<file path="src/rtl/load_store_unit_if.sv">
// load_store_unit_if: request/response handshake and data-memory bus of the load/store unit
interface load_store_unit_if;
  logic        req_valid;
  logic        req_ready;
  logic        req_write;
  logic [1:0]  req_size;
  logic        req_unsigned;
  logic [31:0] req_addr;
  logic [31:0] req_wdata;
  logic        resp_valid;
  logic        resp_error;
  logic [31:0] load_data;
  logic [31:0] mem_address;
  logic [31:0] mem_write_data;
  logic        mem_write;
  logic        mem_read;
  logic [31:0] mem_read_data;
  modport slave (
    input  req_valid, req_write, req_size, req_unsigned, req_addr, req_wdata, mem_read_data,
    output req_ready, resp_valid, resp_error, load_data, mem_address, mem_write_data, mem_write, mem_read
  );
  modport master (
    output req_valid, req_write, req_size, req_unsigned, req_addr, req_wdata, mem_read_data,
    input  req_ready, resp_valid, resp_error, load_data, mem_address, mem_write_data, mem_write, mem_read
  );
endinterface

</file>
<file path="src/rtl/load_store_unit.sv">
// load_store_unit: byte/half/word loads and stores over a word-wide big-endian data memory,
// sub-word stores done as read-modify-write
module load_store_unit #(
  parameter int unsigned MEM_BYTES = 4096
) (
  input logic              clk,
  input logic              reset,
  input logic              clock_enable,
  load_store_unit_if.slave bus
);
  localparam logic [31:0] ADDR_MAX = 32'(MEM_BYTES - 4);
  typedef enum logic [2:0] {IDLE, LOAD, RMW_RD, WRITE, DONE} state_e;
  state_e      state_q, state_d;
  logic        write_q, unsigned_q, error_q, error_d, req_err, active;
  logic [1:0]  size_q;
  logic [31:0] addr_q, wdata_q, wbuf_q, wbuf_d, load_data_q, load_data_d;
  logic [7:0]  byte_lane;
  logic [15:0] half_lane;
  logic [31:0] extracted, lane_mask, lane_data, merged;
  assign req_err = bus.req_size == 2'b11
                || (bus.req_size == 2'b01 && bus.req_addr[0])
                || (bus.req_size == 2'b10 && bus.req_addr[1:0] != 2'b00)
                || bus.req_addr > ADDR_MAX;
  // byte offset 0 is the most significant lane
  assign byte_lane = bus.mem_read_data[{~addr_q[1:0], 3'b000} +: 8];
  assign half_lane = addr_q[1] ? bus.mem_read_data[15:0] : bus.mem_read_data[31:16];
  assign extracted = size_q == 2'b00 ? {{24{~unsigned_q & byte_lane[7]}}, byte_lane}
                   : size_q == 2'b01 ? {{16{~unsigned_q & half_lane[15]}}, half_lane}
                   : bus.mem_read_data;
  assign lane_mask = size_q == 2'b00 ? 32'h0000_00ff << {~addr_q[1:0], 3'b000}
                   : addr_q[1] ? 32'h0000_ffff : 32'hffff_0000;
  assign lane_data = size_q == 2'b00 ? {4{wdata_q[7:0]}} : {2{wdata_q[15:0]}};
  assign merged = (bus.mem_read_data & ~lane_mask) | (lane_data & lane_mask);
  always_ff @(posedge clk) begin
    if (!reset) begin
      state_q     <= IDLE;
      error_q     <= 1'b0;
      load_data_q <= '0;
      wbuf_q      <= '0;
    end else if (clock_enable) begin
      state_q     <= state_d;
      error_q     <= error_d;
      load_data_q <= load_data_d;
      wbuf_q      <= wbuf_d;
    end
  end
  always_ff @(posedge clk) begin
    if (reset && clock_enable && state_q == IDLE && bus.req_valid) begin
      write_q    <= bus.req_write;
      size_q     <= bus.req_size;
      unsigned_q <= bus.req_unsigned;
      addr_q     <= bus.req_addr;
      wdata_q    <= bus.req_wdata;
    end
  end
  always_comb begin
    state_d     = state_q;
    error_d     = error_q;
    wbuf_d      = wbuf_q;
    load_data_d = load_data_q;
    case (state_q)
      IDLE: if (bus.req_valid) begin
        error_d = req_err;
        state_d = req_err ? DONE : !bus.req_write ? LOAD : bus.req_size == 2'b10 ? WRITE : RMW_RD;
      end
      LOAD: begin
        load_data_d = extracted;
        state_d     = DONE;
      end
      RMW_RD: begin
        wbuf_d  = merged;
        state_d = WRITE;
      end
      WRITE:   state_d = DONE;
      default: state_d = IDLE;
    endcase
  end
  assign active             = state_q == LOAD || state_q == RMW_RD || state_q == WRITE;
  assign bus.req_ready      = state_q == IDLE;
  assign bus.resp_valid     = state_q == DONE;
  assign bus.resp_error     = error_q;
  assign bus.load_data      = load_data_q;
  assign bus.mem_address    = active ? {addr_q[31:2], 2'b00} : '0;
  // word stores bypass the merge buffer and write the captured data directly
  assign bus.mem_write_data = state_q == WRITE ? (size_q == 2'b10 ? wdata_q : wbuf_q) : '0;
  assign bus.mem_read       = reset && (state_q == LOAD || state_q == RMW_RD);
  assign bus.mem_write      = reset && clock_enable && write_q && state_q == WRITE;
endmodule

</file>
<file path="src/flat_wrapper.sv">
// flat-port wrapper written by rule: the top's interface ports become plain ports
module load_store_unit_flat 
#(
  parameter int unsigned MEM_BYTES = 4096
)
  (clk, reset, clock_enable, bus_req_valid, bus_req_write, bus_req_size, bus_req_unsigned, bus_req_addr, bus_req_wdata, bus_mem_read_data, bus_req_ready, bus_resp_valid, bus_resp_error, bus_load_data, bus_mem_address, bus_mem_write_data, bus_mem_write, bus_mem_read);
  load_store_unit_if bus_i ();
  input logic clk;
  input logic reset;
  input logic clock_enable;
  input wire logic [$bits(bus_i.req_valid)-1:0] bus_req_valid;
  input wire logic [$bits(bus_i.req_write)-1:0] bus_req_write;
  input wire logic [$bits(bus_i.req_size)-1:0] bus_req_size;
  input wire logic [$bits(bus_i.req_unsigned)-1:0] bus_req_unsigned;
  input wire logic [$bits(bus_i.req_addr)-1:0] bus_req_addr;
  input wire logic [$bits(bus_i.req_wdata)-1:0] bus_req_wdata;
  input wire logic [$bits(bus_i.mem_read_data)-1:0] bus_mem_read_data;
  output wire logic [$bits(bus_i.req_ready)-1:0] bus_req_ready;
  output wire logic [$bits(bus_i.resp_valid)-1:0] bus_resp_valid;
  output wire logic [$bits(bus_i.resp_error)-1:0] bus_resp_error;
  output wire logic [$bits(bus_i.load_data)-1:0] bus_load_data;
  output wire logic [$bits(bus_i.mem_address)-1:0] bus_mem_address;
  output wire logic [$bits(bus_i.mem_write_data)-1:0] bus_mem_write_data;
  output wire logic [$bits(bus_i.mem_write)-1:0] bus_mem_write;
  output wire logic [$bits(bus_i.mem_read)-1:0] bus_mem_read;
  assign bus_i.req_valid = bus_req_valid;
  assign bus_i.req_write = bus_req_write;
  assign bus_i.req_size = bus_req_size;
  assign bus_i.req_unsigned = bus_req_unsigned;
  assign bus_i.req_addr = bus_req_addr;
  assign bus_i.req_wdata = bus_req_wdata;
  assign bus_i.mem_read_data = bus_mem_read_data;
  assign bus_req_ready = bus_i.req_ready;
  assign bus_resp_valid = bus_i.resp_valid;
  assign bus_resp_error = bus_i.resp_error;
  assign bus_load_data = bus_i.load_data;
  assign bus_mem_address = bus_i.mem_address;
  assign bus_mem_write_data = bus_i.mem_write_data;
  assign bus_mem_write = bus_i.mem_write;
  assign bus_mem_read = bus_i.mem_read;
  load_store_unit #(.MEM_BYTES(MEM_BYTES)) u_core (.clk(clk), .reset(reset), .clock_enable(clock_enable), .bus(bus_i));
endmodule
</file>
<file path="config.mk">
export PLATFORM = sky130hd
export DESIGN_NAME = load_store_unit_flat
export DESIGN_NICKNAME = d
export VERILOG_FILES = /design/src/rtl/load_store_unit_if.sv /design/src/rtl/load_store_unit.sv /design/src/flat_wrapper.sv
export SDC_FILE = /design/constraint.sdc
export NUM_CORES = 1
export LEC_CHECK = 0
export CORE_ASPECT_RATIO = 1.75
export CORE_MARGIN = 10
export CORE_UTILIZATION = 48
export CTS_BUF_LIST = sky130_fd_sc_hd__clkbuf_2
export CTS_CLUSTER_SIZE = 30
export DETAILED_ROUTE_END_ITERATION = 16
export GPL_TIMING_DRIVEN = 0
export PLACE_DENSITY = 0.83
export SLEW_MARGIN = 10
export SYNTH_ARGS = -nofsm -noshare
export SYNTH_HDL_FRONTEND = slang
export SYNTH_SLANG_ARGS = --single-unit
</file>
<file path="constraint.sdc">
create_clock -name clk -period 4.2 [get_ports clk]
set_input_delay 0.84 -clock clk [delete_from_list [all_inputs] [get_ports clk]]
set_output_delay 0.84 -clock clk [all_outputs]
set_load 0.01 [all_outputs]
</file>
After elaboration in Yosys (flattened, before gate mapping)
Index checks and enable logic that the tools add are counted.
W data, S select, Z words.
{"block": "word_totals", "regBits": 136, "inputBits": 104}
{"block": "classes", "n_lt_le_gt_ge": 1, "eq_ne": 10, "shifts": 2, "muxes": 14, "bitwise_logic": 8, "n_reduce_logical": 21}
{"op": "$mux W32", "count": 8}
{"op": "$and A32 B32 Y32", "count": 2}
{"op": "$gt A32 B12 Y1 const B", "count": 1}
{"op": "$not A32 Y32", "count": 1}
{"op": "$or A32 B32 Y32", "count": 1}
{"op": "$shiftx A32 B6 Y8", "count": 1}
{"op": "$shl A8 B5 Y32 const A", "count": 1}
{"op": "$mux W16", "count": 1}
{"op": "$mux W3", "count": 3}
{"op": "$pmux W3 S3", "count": 1}
{"op": "$logic_and A1 B1 Y1", "count": 8}
{"op": "$eq A2 B2 Y1 const B", "count": 3}
{"op": "$eq A3 B2 Y1 const B", "count": 2}
{"op": "$reduce_and A2 Y1", "count": 3}
{"op": "$logic_or A1 B1 Y1", "count": 5}
{"op": "$eq A2 B1 Y1 const B", "count": 2}
{"op": "$eq A3 B1 Y1 const B", "count": 1}
{"op": "$eq A3 B3 Y1 const B", "count": 1}
{"op": "$logic_not A3 Y1", "count": 1}
{"op": "$reduce_and A3 Y1", "count": 1}
{"op": "$and A1 B1 Y1", "count": 2}
{"op": "$logic_not A2 Y1", "count": 1}
{"op": "$ne A2 B2 Y1 const B", "count": 1}
{"op": "$not A2 Y2", "count": 1}
{"op": "4 further kinds", "count": 4}

Longest topological paths before layout
{"block": "depth", "ltp_word": 8, "depth_mapped": 7}

Worst setup path after synthesis
Ideal clock, no wire load.
{"block": "synth_path", "path_type": "input to register", "start": "input clock_enable", "end": "register u_core.addr_q[0], enable pin", "t_arrival_ns": 3.018, "path_slack_ns": 0.749, "path_stages": 4, "cell_sequence": "clkbuf_1 -> nor2b_1 -> and3_1 -> and2_1"}
{"block": "synth_between", "elab_chain_cells": 3}
{"element": "from (decl)", "line_no": "flat_wrapper.sv:10", "source": "input logic clock_enable;"}
{"element": "$logic_and A1 B1 Y1 (3 in a row)", "line_no": "load_store_unit.sv:48", "source": "if (reset && clock_enable && state_q == IDLE && bus.req_valid) begin"}
{"element": "to (signal assigned)", "line_no": "load_store_unit.sv:52", "source": "addr_q <= bus.req_addr;"}
{"element": "to (decl)", "line_no": "load_store_unit.sv:16", "source": "logic [31:0] addr_q, wdata_q, wbuf_q, wbuf_d, load_data_q, load_data_d;"}
No other way between the ends.
A chain may end at the register's enable or synchronous reset.

Worst setup path in the final report
{"block": "layout_path", "start": "register u_core.size_q[1]", "end": "output bus_mem_write_data[8]"}
{"block": "layout_between", "elab_chain_cells": 3}
{"element": "from (decl)", "line_no": "load_store_unit.sv:15", "source": "logic [1:0] size_q;"}
{"element": "from (signal assigned)", "line_no": "load_store_unit.sv:50", "source": "size_q <= bus.req_size;"}
{"element": "$eq A2 B2 Y1", "line_no": "load_store_unit.sv:85", "source": "assign bus.mem_write_data = state_q == WRITE ? (size_q == 2'b10 ? wdata_q : wbuf_q) : '0;"}
{"element": "$mux W32 (2 in a row)", "line_no": "load_store_unit.sv:85"}
{"element": "to (decl)", "line_no": "flat_wrapper.sv:23", "source": "output wire logic [$bits(bus_i.mem_write_data)-1:0] bus_mem_write_data;"}
No other way between the ends.

==> summary.md <==
| Metric | Value |
|---|---|
| Status | `finished clean` |
| Vias in the first global route | `just over 6000` |
| Max Slew Vio Count | `0` |
| Drt wl/cell | `21.3 um` |
| Area contributors post-synth | `edfxtp_1, dfxtp_1, nand2_1` |
| Post-synthesis average cell area | `10.1 um2` |
| WP data required | `about 3400 ps` |
| DRT Wirelength | `about 22000 um` |
| Setup Skew | `35.3 ps` |
| Layout area overhead | `38.8%` |
| CTS Hold Bufs | `0` |
| P_sw | `between 600 and 700 uW` |
| Crit-path most repeated cell | `buf_4` |
| HPWL after DPL | `about 17000 um` |
| Final hold violations | `0` |
| Top FF cell, synth | `edfxtp_1` |
| Period Utilization, post-route | `between 90% and 100%` |
| Switching Fraction | `26.1%` |
| PD cells | `281 nW/um2` |
| CP Max Fanout | `10` |
| Drt first-iter violations | `approximately 330` |
| Largest net degree at the start of global routing | `69` |
| Die X | `107 um` |
| Syn. warnings | `0` |
| Total track usage | `23.5%` |
| Initial antenna violation count | `1` |
| Startpoint Class | `register` |
| Core Util, Final | `between 60 and 70%` |
| Async set-reset flop share out of synthesis | `0%` |
| Hold slack final | `about 470 ps` |
| Setup violators final | `0` |
| Leading cell type in the layout, fill and taps excluded | `clkdlybuf4s50_1` |
| First-pass GRT wire length | `33500 um` |
| Leak | `around 3.1 nW` |
| Clock transition at path regs | `roughly 220 ps` |
| Total CTS buffers | `17` |
| Htree depth | `4` |
| CP Cell Sequence | `buf_4, inv_1, nor2_2, buf_4, nand2_1, a21oi_1, clkdlybuf4s50_1` |
| Post-synthesis register bit count | `between 100 and 150` |
| RSZ-0062 raised after global routing | `false` |
| Crit-path slowest cell | `clkdlybuf4s50_1` |
| Maximum VDD drop | `0.215 mV` |
| Final Cell Area | `a little under 9000 um2` |
| CTS tree | `done` |
| Synth cell types | `48` |
| Post-route DRC | `0` |
| Post-synth EDFFs | `68` |
| Number of max-cap violations | `0` |
| Clock share of power | `approximately a third` |
| Relative slew slack | `between 40% and 50%` |
| Worst-Skew Late Latency | `720 ps` |
| Die Footprint | `18400 um2` |
| Post-CTS sizing | `0` |
| Vias | `between 5000 and 6000` |
| Placer congestion estimate | `about 1.0` |
| Largest stage delay on the critical path | `600 ps` |
| Fin nets | `about 960` |
| Core Box Area | `12900 um2` |
| Seq/Total Area, Yosys | `around 53%` |
| Worst-Margin Slew | `~900 ps` |
| Layout cells sized above 1 | `about an eighth` |
| Dpl cell area | `approximately 8600 um2` |
| Dpl cells | `between 1000 and 1500` |
| Most frequent cells in the layout | `clkdlybuf4s50_1, nand2_1, a21oi_1` |
| CTS max path bufs | `2` |
| Die Y | `about 170 um` |
| Layout Cells excl Fill | `roughly 1000` |
| Via/cell ratio | `roughly 5.6` |
| Initial Utilization | `roughly half` |
| Grt total ovfl | `0` |
| Critical Setup Path Class | `register to output port` |
| DRT antenna net count | `0` |
| Synth Instances | `631` |
| Fin crit period | `3850 ps` |
| R2R Setup Slk | `2150 ps` |
| Yosys top cell by area | `edfxtp_1` |
| 1st-pass router iterations | `5` |
| Worst hold path class | `register to register` |
| Crit end category | `output port` |
| Post-CTS setup buffers | `0` |
| Setup TNS | `0 ps` |
| Top-area cell type share of the netlist area | `between 30% and 40%` |
| CTS sink cnt | `~140` |
| Flop pwr share | `between 50% and 60%` |
| Row count | `55` |
| CTS Root Cell | `clkbuf_2` |
| Mapped Area | `~6400 um2` |
| Num ports | `~200` |
| P_int | `1.83 mW` |
| I/O Buffers | `200` |
| Combinational Power Share | `between 10% and 20%` |
| Peak Freq | `260 MHz` |
| WP data arrival | `3010 ps` |
==> power groups by stage <==
stage                     combinational, mW  clock [mW]  sequential (mW)
after floorplan                      0.0989           0             1.45
after global placement                0.245           0             1.45
after detailed placement              0.250           0             1.45
after CTS                             0.251       0.814             1.43
after global routing                  0.270       0.862             1.43
final                                 0.254       0.804             1.43
==> worst paths after layout <==
| path | startpoint | endpoint | depth (start not counted) |
|---|---|---|---|
| setup / recovery | u_core.size_q[1]$_DFFE_PP_ | bus_mem_write_data[8] | 7 |
| hold reg to reg | u_core.bus.load_data[3]$_SDFFE_PN0P_ | u_core.bus.load_data[3]$_SDFFE_PN0P_ | 2 |
| setup reg to reg | u_core.size_q[0]$_DFFE_PP_ | u_core.wbuf_q[27]$_SDFFE_PN0P_ | 5 |
| hold / removal | u_core.bus.load_data[3]$_SDFFE_PN0P_ | u_core.bus.load_data[3]$_SDFFE_PN0P_ | 2 |
==> critical path, delay by kind of cell (launching register included) <==
| family | cells | cell delay [ps] |
|---|---|---|
| simple gates | 2 | 400 |
| flops | 1 | 520 |
| compound gates | 1 | 170 |
| buf+inv | 4 | 1220 |
==> flip-flops by register name (all words and copies together), names as in the netlist <==
name and flops:
u_core.addr_q 32, u_core.bus.load_data 32, u_core.bus.resp_error 1, u_core.size_q 2, u_core.state_q 3, u_core.unsigned_q 1
u_core.wbuf_q 32, u_core.wdata_q 32, u_core.write_q 1
==> cells by family (layout without fill, tap and decap cells) <==
group | after synthesis | after routing | share of synthesized area [%]
compound gates | 188 | 188 | 17.7
xor+xnor | 1 | 1 | 0.138
buf+inv | 55 | 287 | 4.42
flops | 136 | 136 | 53.5
mux | 49 | 49 | 9.30
other cells | 1 | 3 | 0.0589
simple gates | 201 | 201 | 14.9
==> cell usage after synthesis (5+ instances only) <==
cell,count
edfxtp_1,68
mux2_2,8
and2_1,32
a22o_1,7
mux2i_1,33
a21oi_2,12
a22oi_1,7
o22ai_1,23
o21ai_0,48
nor2_1,13
a21oi_1,69
nand2_1,112
clkbuf_1,23
o21ai_1,5
buf_4,9
nor4_1,5
nand3_1,8
dfxtp_1,68
nor2b_1,6
o211ai_1,8
buf_2,14
inv_1,5
nor3_1,6
mux4_2,7
==> area by class of cell <==
| cell class | count | area [um2] |
|---|---|---|
| Antenna cell | 1 | 2.50 |
| Buffer | 50 | 263 |
| Clock buffer | 19 | 95.1 |
| Clock inverter | 13 | 148 |
| Fill cell | 1070 | 4110 |
| Inverter | 5 | 18.8 |
| Multi-Input combinational cell | 441 | 2690 |
| Sequential cell | 136 | 3400 |
| Tap cell | 171 | 214 |
| Timing Repair Buffer | 200 | 2000 |
==> metrics by stage <==
stage	setup slack [ps]	power, mW
2_1_floorplan	749	1.55
3_3_place_gp	143	1.70
3_5_place_dp	1050	1.70
4_1_cts	333	2.49
5_1_grt	217	2.56
6_report	347	2.48
==> layer usage <==
| metal | up-vias | wire (um) | track usage, % |
|---|---|---|---|
| met5 | - | 0 | 0 |
| met3 | 55 | 1720 | 7.27 |
| li1 | 2730 | - | - |
| met4 | 0 | 849 | 11.5 |
| met2 | 278 | 11800 | 42.5 |
| met1 | 2724 | 7650 | 23.8 |
No activity file was read; power rests on OpenSTA's default activity.
